===== config.mk =====
export PLATFORM = sky130hd
export DESIGN_NAME = clk_gen_multi
export DESIGN_NICKNAME = d
export VERILOG_FILES = /design/src/rtl/clkgen_pkg.sv /design/src/rtl/clk_gen_multi_chan.sv /design/src/rtl/clk_gen_multi.sv
export SDC_FILE = /design/constraint.sdc
export NUM_CORES = 1
export LEC_CHECK = 0
export ABC_AREA = 1
export BUFFER_PORTS_ARGS = -buffer_cell sky130_fd_sc_hd__buf_4
export CAP_MARGIN = 10
export CORE_AREA = 2 2 39 41
export DETAILED_ROUTE_END_ITERATION = 10
export DIE_AREA = 0 0 41 43
export GPL_ROUTABILITY_DRIVEN = 0
export HOLD_SLACK_MARGIN = 0.12
export PLACE_DENSITY = 0.63
export SLEW_MARGIN = 25
export SYNTH_ARGS = -nofsm -noshare
export SYNTH_HDL_FRONTEND = slang
export SYNTH_SLANG_ARGS = --single-unit
export TNS_END_PERCENT = 1

===== constraint.sdc =====
create_clock -name i_clk -period 1.95 [get_ports i_clk]
set_input_delay 0.4875 -clock i_clk [delete_from_list [all_inputs] [get_ports i_clk]]
set_output_delay 0.4875 -clock i_clk [all_outputs]
set_load 0.02 [all_outputs]

===== src/rtl/clkgen_pkg.sv =====
// Shared constants and helpers for the power-of-two clock generator.
// Optional per-channel gating is enabled with the CLKGEN_GATE_EN macro.
package clkgen_pkg;

    localparam int CLKGEN_MAX_OUT = 8;

    function automatic int sel_width(input int n);
        return (n <= 2) ? 1 : $clog2(n);
    endfunction

    // True when the low idx+1 counter bits are all ones: channel idx ends its period this cycle.
    function automatic logic chan_boundary(input logic [CLKGEN_MAX_OUT-1:0] cnt, input int idx);
        logic [CLKGEN_MAX_OUT-1:0] mask;
        mask = CLKGEN_MAX_OUT'((1 << (idx + 1)) - 1);
        return (cnt & mask) == mask;
    endfunction

endpackage


===== src/rtl/clk_gen_multi_chan.sv =====
// One divided-clock channel: registered clk_div/tick driven from the next counter value.
// With CLKGEN_GATE_EN defined, a gate flop updated at the channel period boundary parks it low.
module clkgen_chan #(
    parameter int IDX = 0
) (
    input  logic         i_clk,
    input  logic         i_reset,
    input  logic [IDX:0] i_cntNext,
`ifdef CLKGEN_GATE_EN
    input  logic         i_boundary,
    input  logic         i_gateEn,
`endif
    output logic         o_divNext,
    output logic         o_clkDiv,
    output logic         o_tick
);

    localparam logic [IDX:0] TICK_PAT = (IDX + 1)'(1) << IDX;

    logic w_gateNext;
    logic w_tickNext;

`ifdef CLKGEN_GATE_EN
    logic r_gateQ;

    assign w_gateNext = i_boundary ? i_gateEn : r_gateQ;

    always_ff @(posedge i_clk) begin
        if (i_reset) r_gateQ <= 1'b1;
        else         r_gateQ <= w_gateNext;
    end
`else
    assign w_gateNext = 1'b1;
`endif

    assign o_divNext  = i_cntNext[IDX] & w_gateNext;
    assign w_tickNext = (i_cntNext == TICK_PAT) & w_gateNext;

    always_ff @(posedge i_clk) begin
        if (i_reset) begin
            o_clkDiv <= 1'b0;
            o_tick   <= 1'b0;
        end else begin
            o_clkDiv <= o_divNext;
            o_tick   <= w_tickNext;
        end
    end

endmodule


===== src/rtl/clk_gen_multi.sv =====
// Power-of-two clock generator: NUM_OUT divided clocks, rising-edge ticks, glitch-free muxed output, lock flag.
// Define CLKGEN_GATE_EN to add the per-channel i_gateEn input.
module clk_gen_multi
    import clkgen_pkg::*;
#(
    parameter int NUM_OUT = 4,
    parameter int SEL_W   = sel_width(NUM_OUT),
    parameter int SEL_RST = 0
) (
    input  logic               i_clk,
    input  logic               i_reset,
    input  logic [SEL_W-1:0]   i_sel,
`ifdef CLKGEN_GATE_EN
    input  logic [NUM_OUT-1:0] i_gateEn,
`endif
    output logic [NUM_OUT-1:0] o_clkDiv,
    output logic [NUM_OUT-1:0] o_tick,
    output logic               o_clkOut,
    output logic               o_selPending,
    output logic               o_locked
);

    logic [NUM_OUT-1:0] r_cnt;
    logic [SEL_W-1:0]   r_selQ;

    logic [NUM_OUT-1:0] w_cntNext;
    logic [NUM_OUT-1:0] w_divNext;
    logic               w_wrap;
    logic               w_selLegal;
    logic [SEL_W-1:0]   w_selQNext;
    logic               w_clkOutNext;
    logic               w_selPendingNext;
    logic               w_lockedNext;

    assign w_cntNext  = r_cnt + NUM_OUT'(1);
    assign w_wrap     = &r_cnt;
    assign w_selLegal = ({1'b0, i_sel} < (SEL_W + 1)'(NUM_OUT));

    // The select only moves at the all-ones boundary, where every channel is about to go low.
    assign w_selQNext       = (w_wrap && w_selLegal) ? i_sel : r_selQ;
    assign w_selPendingNext = w_selLegal && (i_sel != w_selQNext);
    assign w_lockedNext     = o_locked | w_wrap;

    genvar g;
    generate
        for (g = 0; g < NUM_OUT; g++) begin : gen_chan
            clkgen_chan #(.IDX(g)) u_chan (
                .i_clk      (i_clk),
                .i_reset    (i_reset),
                .i_cntNext  (w_cntNext[g:0]),
`ifdef CLKGEN_GATE_EN
                .i_boundary (chan_boundary(CLKGEN_MAX_OUT'(r_cnt), g)),
                .i_gateEn   (i_gateEn[g]),
`endif
                .o_divNext  (w_divNext[g]),
                .o_clkDiv   (o_clkDiv[g]),
                .o_tick     (o_tick[g])
            );
        end
    endgenerate

    always_comb begin
        w_clkOutNext = 1'b0;
        for (int i = 0; i < NUM_OUT; i++) begin
            if (w_selQNext == SEL_W'(i)) w_clkOutNext = w_divNext[i];
        end
    end

    always_ff @(posedge i_clk) begin
        if (i_reset) begin
            r_cnt        <= '0;
            r_selQ       <= SEL_W'(SEL_RST);
            o_clkOut     <= 1'b0;
            o_selPending <= 1'b0;
            o_locked     <= 1'b0;
        end else begin
            r_cnt        <= w_cntNext;
            r_selQ       <= w_selQNext;
            o_clkOut     <= w_clkOutNext;
            o_selPending <= w_selPendingNext;
            o_locked     <= w_lockedNext;
        end
    end

endmodule


==> results of run 1 <==
[area by class of cell]
| cell class | instances | area (um^2) | area share |
|---|---|---|---|
| well taps | 16 | 20.02 | 0.03013 |
| flip-flops and latches | 12 | 240.2 | 0.3616 |
| clock buffers | 4 | 36.28 | 0.05461 |
| inverters | 12 | 45.04 | 0.06780 |
| repair buffers | 14 | 105.1 | 0.1582 |
| multi-input cells | 41 | 217.7 | 0.3277 |
[cells in the final DEF (no fill, tap or decap), drive strengths merged]
cell     n
a21oi    3
nand3b   2
ha       3
clkbuf   4
dfxtp   12
nand3    5
nand4    3
nor2    10
nand2   12
o21ai    2
inv     12
buf     14
and3     1
[worst paths after layout]
| path | from | to | slack [ps] | depth (start not counted) |
|---|---|---|---|---|
| max | r_cnt[0]$_SDFF_PP0_ | o_clkOut$_SDFF_PP0_ | 400 | 8 |
| min | o_locked$_SDFF_PP0_ | o_locked$_SDFF_PP0_ | 450 | 2 |
| max reg2reg | r_cnt[0]$_SDFF_PP0_ | o_clkOut$_SDFF_PP0_ | 400 | 8 |
| min reg2reg | o_locked$_SDFF_PP0_ | o_locked$_SDFF_PP0_ | 450 | 2 |
[metrics by stage]
| stage | worst slack [ps] | std cells | hold WS (ps) | utilization |
|---|---|---|---|---|
| 5_1_grt | 218.1 | 99 | 455.3 | 0.4801 |
| 4_1_cts | 403.1 | 99 | 453.4 | 0.4801 |
| 3_5_place_dp | 427.8 | 95 | 441.9 | 0.4539 |
| 6_report | 404.3 | 99 | 449.0 | 0.4801 |
| 2_1_floorplan | 632.0 | 74 | 474.2 | - |
| 3_3_place_gp | 458.7 | 95 | 440.1 | 0.4539 |
[per-layer routing]
metal,routed length (um),vias to the layer above,share of wire,GRT usage
li1,-,241,-,-
met2,453,7,0.48,0.1781
met5,0,-,0,0
met4,12,0,0.013,0.1000
met3,44,2,0.046,0.04712
met1,440,192,0.46,0.1466
[flip-flops by register name (all words and copies together) (netlist names)]
register and count:
o_selPending 1, gen_chan.u_chan.o_tick 3, o_locked 1, r_selQ 2, r_cnt 4, o_clkOut 1
[worst min-delay path, cell delays in order (launching register included)]
cell and delay (ps):
dfxtp_1 310, inv_1 40, a21oi_1 50
[power breakdown]
group	internal, mW	leakage, nW	switching, mW
sequential	0.255	0.0982	0.00969
combinational	0.0296	0.214	0.0370
clock	0.113	0.0210	0.0832
[cell families (layout without fill, tap and decap cells)]
logic type,count (synthesis),count (layout),synth area share
adders and majority gates,3,3,0.06623
AOI/OAI and AO/OA,5,5,0.04413
and+or+nand+nor,33,33,0.2738
buffers and inverters,21,30,0.1920
DFF,12,12,0.4238
==> results.cfg, run 1 <==
[cells_and_area]
diodes = 0
drive_above_1_share = 0.2410
num-fill-cells = 144
finish.instance_area_um2 = 664.4
nNetsFinal = 91
syn2layout_area_growth_pct = 17.22

[cts]
cts_buffers = 3
hold_buffers = 0
cts_resized = 0
cts_buffer_depth = 2
clk_latency_ps = 270
htreeDepth = 1
postCtsSetupBuffers = 0
cts.sinks = 12
cts.clk_slew.worst_paths_ps = 80
cts_tree = built
cts.root.buffer_cell = clkbuf_4

[setup_path]
worst_ep_required_time_ps = 2120
cp-end-kind = flip-flop
cp_slowest_cell = dfxtp_1
worstPathArrival_ps = 1720
cp_max_fo = 8
crit_family = simple AND/OR/NAND/NOR gates
critical_path_class = flip-flop to flip-flop
cp_slowest_stage_delay_ps = 470
crit_buf_inv = 0
cpMostUsedCell = nand2_1
cp_cell_sequence = ha_1 -> nand3_2 -> nand2_2 -> nand2_1 -> nand2_1 -> nand2_1 -> nor2_1 -> nor2_1
start_kind = flip-flop

[drt]
wl_per_cell_um = 9.606
postRouteAntennaNets = 0
drc_errors = 0
drt-pass1-iter-count = 4
vias_per_cell = 4.465
wl_um = 951
num_vias = 442
drt_iter0_drc = 15

[sta]
hold_violations = 0
relSlewSlack = 0.8310
fin_setup_tns_ps = 0
period_share = 0.7927
rsz0062_at_grt = false
min_period_ps = 1546
timing.fmax_mhz = 647.0
worst_pin_slew_ps = 253.1
fin_skew_ps = 0.9618
finalSetupViolations = 0
drv_slew = 0

[pwr]
p_leak_nw = 0.3332
irDropWorstVdd_v = 0.0003181
power_uw = 527.8
p_per_area_mw_per_mm2 = 794.5

[yosys]
ys.flop_type = dfxtp_1
avgSynthCellArea_um2 = 7.659
ys_seq_area_frac = 0.4238
yosys.cell_types.count = 16
synth_cells = 74
async_reset_ff_frac = 0
synth_commonest_cells = dfxtp_1 (12), inv_1 (12), nand2_1 (11)
synth_top_cell_by_area = dfxtp_1
synth-edff-count = 0
syn-num-nets = 81
ys_ff_latch = 12
synth_area_leaders = dfxtp_1 (42%), buf_4 (11%), inv_1 (7.9%)
syn_area_um2 = 566.8
synth_top_cell_area_share = 0.4238
ys_warn_count = 0

[global_routing]
grt_max_degree = 12
grt_pass1_wl_um = 1449
overflow = 0
first_global_vias = 374
track_usage = 0.1270
antenna_found_initial = 0

[floorplan]
die_height_um = 43
core_area_mm2 = 0.001384
dieArea_mm2 = 0.001763
placementRows = 14
io_pins = 15
die_w_um = 41
start_util = 0.4096

[placement]
port-buffer-count = 14
place_hpwl_um = 679.1
place_area_um2 = 628.1

[flow_run]
cap_violations = 0

[outcome]
status = complete, no violations

[hold_path]
holdCritPathClass = flip-flop to flip-flop
No activity file was read; power rests on OpenSTA's default activity.
==> run 2, diff against run 1 <==
--- a/config.mk
+++ b/config.mk
@@ -8,12 +8,11 @@
 export ABC_AREA = 1
 export BUFFER_PORTS_ARGS = -buffer_cell sky130_fd_sc_hd__buf_4
 export CAP_MARGIN = 10
-export CORE_AREA = 2 2 39 41
+export CORE_UTILIZATION = 43
 export DETAILED_ROUTE_END_ITERATION = 10
-export DIE_AREA = 0 0 41 43
 export GPL_ROUTABILITY_DRIVEN = 0
 export HOLD_SLACK_MARGIN = 0.12
-export PLACE_DENSITY = 0.63
+export PLACE_DENSITY = 0.66
 export SLEW_MARGIN = 25
 export SYNTH_ARGS = -nofsm -noshare
 export SYNTH_HDL_FRONTEND = slang
==> constraint.sdc (replaced) <==
create_clock -name i_clk -period 1.4 [get_ports i_clk]
set_input_delay 0.35 -clock i_clk [delete_from_list [all_inputs] [get_ports i_clk]]
set_output_delay 0.35 -clock i_clk [all_outputs]
set_load 0.02 [all_outputs]
==> results.cfg, run 2 (synthesis results as in run 1) <==
[setup_path]
start_kind = flip-flop
worstPathArrival_ps = 1520
timing.rr.end = o_clkOut$_SDFF_PP0_
cp_max_fo = 5
worst_ep_required_time_ps = 1610
cp_slowest_stage_delay_ps = 340
critical_path_class = flip-flop to flip-flop
crit-reg2reg-launch = r_cnt[1]$_SDFF_PP0_
cp_slowest_cell = dfxtp_1
cp-end-kind = flip-flop
r2r_cells = 6
ff2ff_setup_slack_ps = 100
cpMostUsedCell = nor2_1
cp_cell_sequence = ha_2 -> ha_1 -> nand3b_1 -> nand2_1 -> nor2_1 -> nor2_1

[cells_and_area]
layout_commonest_cell = buf_4
diodes = 0
reg_top3 = r_cnt (4), gen_chan.u_chan.o_tick (3), r_selQ (2)
final_cell_mix = buf_4 (16), inv_1 (12), nand2_1 (11), dfxtp_1 (11), nor2_1 (10)
top_register = r_cnt
largest_reg_flops = 4
fin_util = 0.5919
syn2layout_area_growth_pct = 22.30
nNetsFinal = 93
drive_above_1_share = 0.2824

[cts]
htreeDepth = 1
cts.clk_slew.worst_paths_ps = 80
cts_buffer_depth = 2
cts_tree = built
hold_buffers = 0
clk_latency_ps = 270
cts.root.buffer_cell = clkbuf_4
cts.sinks = 12
cts_buffers = 3

[sta]
timing.fmax_mhz = 767.8
min_period_ps = 1302
hold_violations = 0
fin_skew_ps = 2.012
relSlewSlack = 0.8182
drv_slew = 0
fin_ws_ps = 97.59
worst_pin_slew_ps = 272.3
finalSetupViolations = 0
fin_setup_tns_ps = 0
period_share = 0.9303

[floorplan]
placementRows = 12
io_pins = 15
die_w_um = 38.31
dieArea_mm2 = 0.001467
core_area_mm2 = 0.001171
die_height_um = 38.31
start_util = 0.4840

[placement]
dp_slack_ps = 58.61
port-buffer-count = 14
place_hpwl_um = 700

[drt]
wl_per_cell_um = 10.18
wl_um = 1008
drt_iter0_drc = 6
postRouteAntennaNets = 0
drc_errors = 0
drt-pass1-iter-count = 4
num_vias = 467
vias_per_cell = 4.717

[hold_path]
hold-path-endpoint = r_cnt[2]$_SDFF_PP0_
hp-start = i_reset
holdCritPathClass = input pin to flip-flop
hold_depth = 2

[pwr]
switching_power_uw = 187.9
pwr-share-clk = 0.368
switching_share = 0.2505
internal_power_uw = 562.1
power_uw = 749.9
irDropWorstVdd_v = 0.0004605
comb_power_share = 0.145
p_per_area_mw_per_mm2 = 1082
seqPwrFrac = 0.487
p_leak_nw = 0.3426

[global_routing]
grt_pass1_wl_um = 1518
track_usage = 0.1622
overflow = 0
grt_max_degree = 12
first_global_vias = 377
antenna_found_initial = 0

[flow_run]
cap_violations = 0

[outcome]
status = complete, no violations
[run 2: cell count changes in the layout (fill, tap and decap cells not counted)]
cell	before	now
buf_4	14	16
dfxtp_1	12	11
dfxtp_2	0	1
ha_1	3	2
ha_2	0	1
nand2_2	1	0
nand2_4	0	1
nand3_2	1	0
nand3_4	0	1
[run 2: worst max-delay path by stage]
| stage | endpoint | from | slack, ps |
|---|---|---|---|
| after global placement | o_clkOut$_SDFF_PP0_ | r_cnt[0]$_SDFF_PP0_ | 100 |
| after global routing | o_clkOut$_SDFF_PP0_ | r_cnt[1]$_SDFF_PP0_ | -7 |
| after detailed placement | o_clkOut$_SDFF_PP0_ | r_cnt[1]$_SDFF_PP0_ | 60 |
| final | o_clkOut$_SDFF_PP0_ | r_cnt[1]$_SDFF_PP0_ | 100 |
| after CTS | o_clkOut$_SDFF_PP0_ | r_cnt[1]$_SDFF_PP0_ | 50 |
| after floorplan | o_clkOut$_SDFF_PP0_ | r_cnt[0]$_SDFF_PP0_ | 80 |
[run 2: power groups by stage]
stage / clock (mW) / sequential, mW / combinational, mW
5_1_grt: 0.308 / 0.367 / 0.121
4_1_cts: 0.288 / 0.364 / 0.108
2_1_floorplan: 0 / 0.379 / 0.0669
6_report: 0.276 / 0.365 / 0.109
3_3_place_gp: 0 / 0.371 / 0.107
3_5_place_dp: 0 / 0.372 / 0.108
[run 2: metrics by stage]
stage          std cells  hold WS [ps]  area, um^2
5_1_grt               99         309.8       693.2
2_1_floorplan         74         428.6       566.8
4_1_cts               99         311.6       676.9
6_report              99         322.0       693.2
3_5_place_dp          95         444.4       640.6
3_3_place_gp          95         458.2       640.6
[run 2: worst max-delay path: cells and delay by family, from the launching register on]
kind | cells | cell delay [ps]
adders and majority gates | 2 | 520
and+or+nand+nor | 4 | 380
DFF | 1 | 340
[run 2: layer usage]
metal | GRT usage | vias up | wire (um)
met5 | 0 | - | 0
met4 | 0.1071 | 0 | 0
met3 | 0.08721 | 0 | 45
met2 | 0.2076 | 9 | 478
met1 | 0.2044 | 211 | 484
li1 | - | 247 | -
[run 2: cell type report]
cell class / instances / area (um^2)
fillers: 117 / 478.0
flip-flops and latches: 12 / 241.5
multi-input cells: 41 / 232.7
repair buffers: 16 / 120.1
inverters: 12 / 45.04
clock buffers: 4 / 36.28
well taps: 14 / 17.52
[run 2: what timing repair did]
action / in CTS / in global routing
buffers inserted: 0 / 0
setup endpoints to repair: 0 / 1
resized for setup: 0 / 4
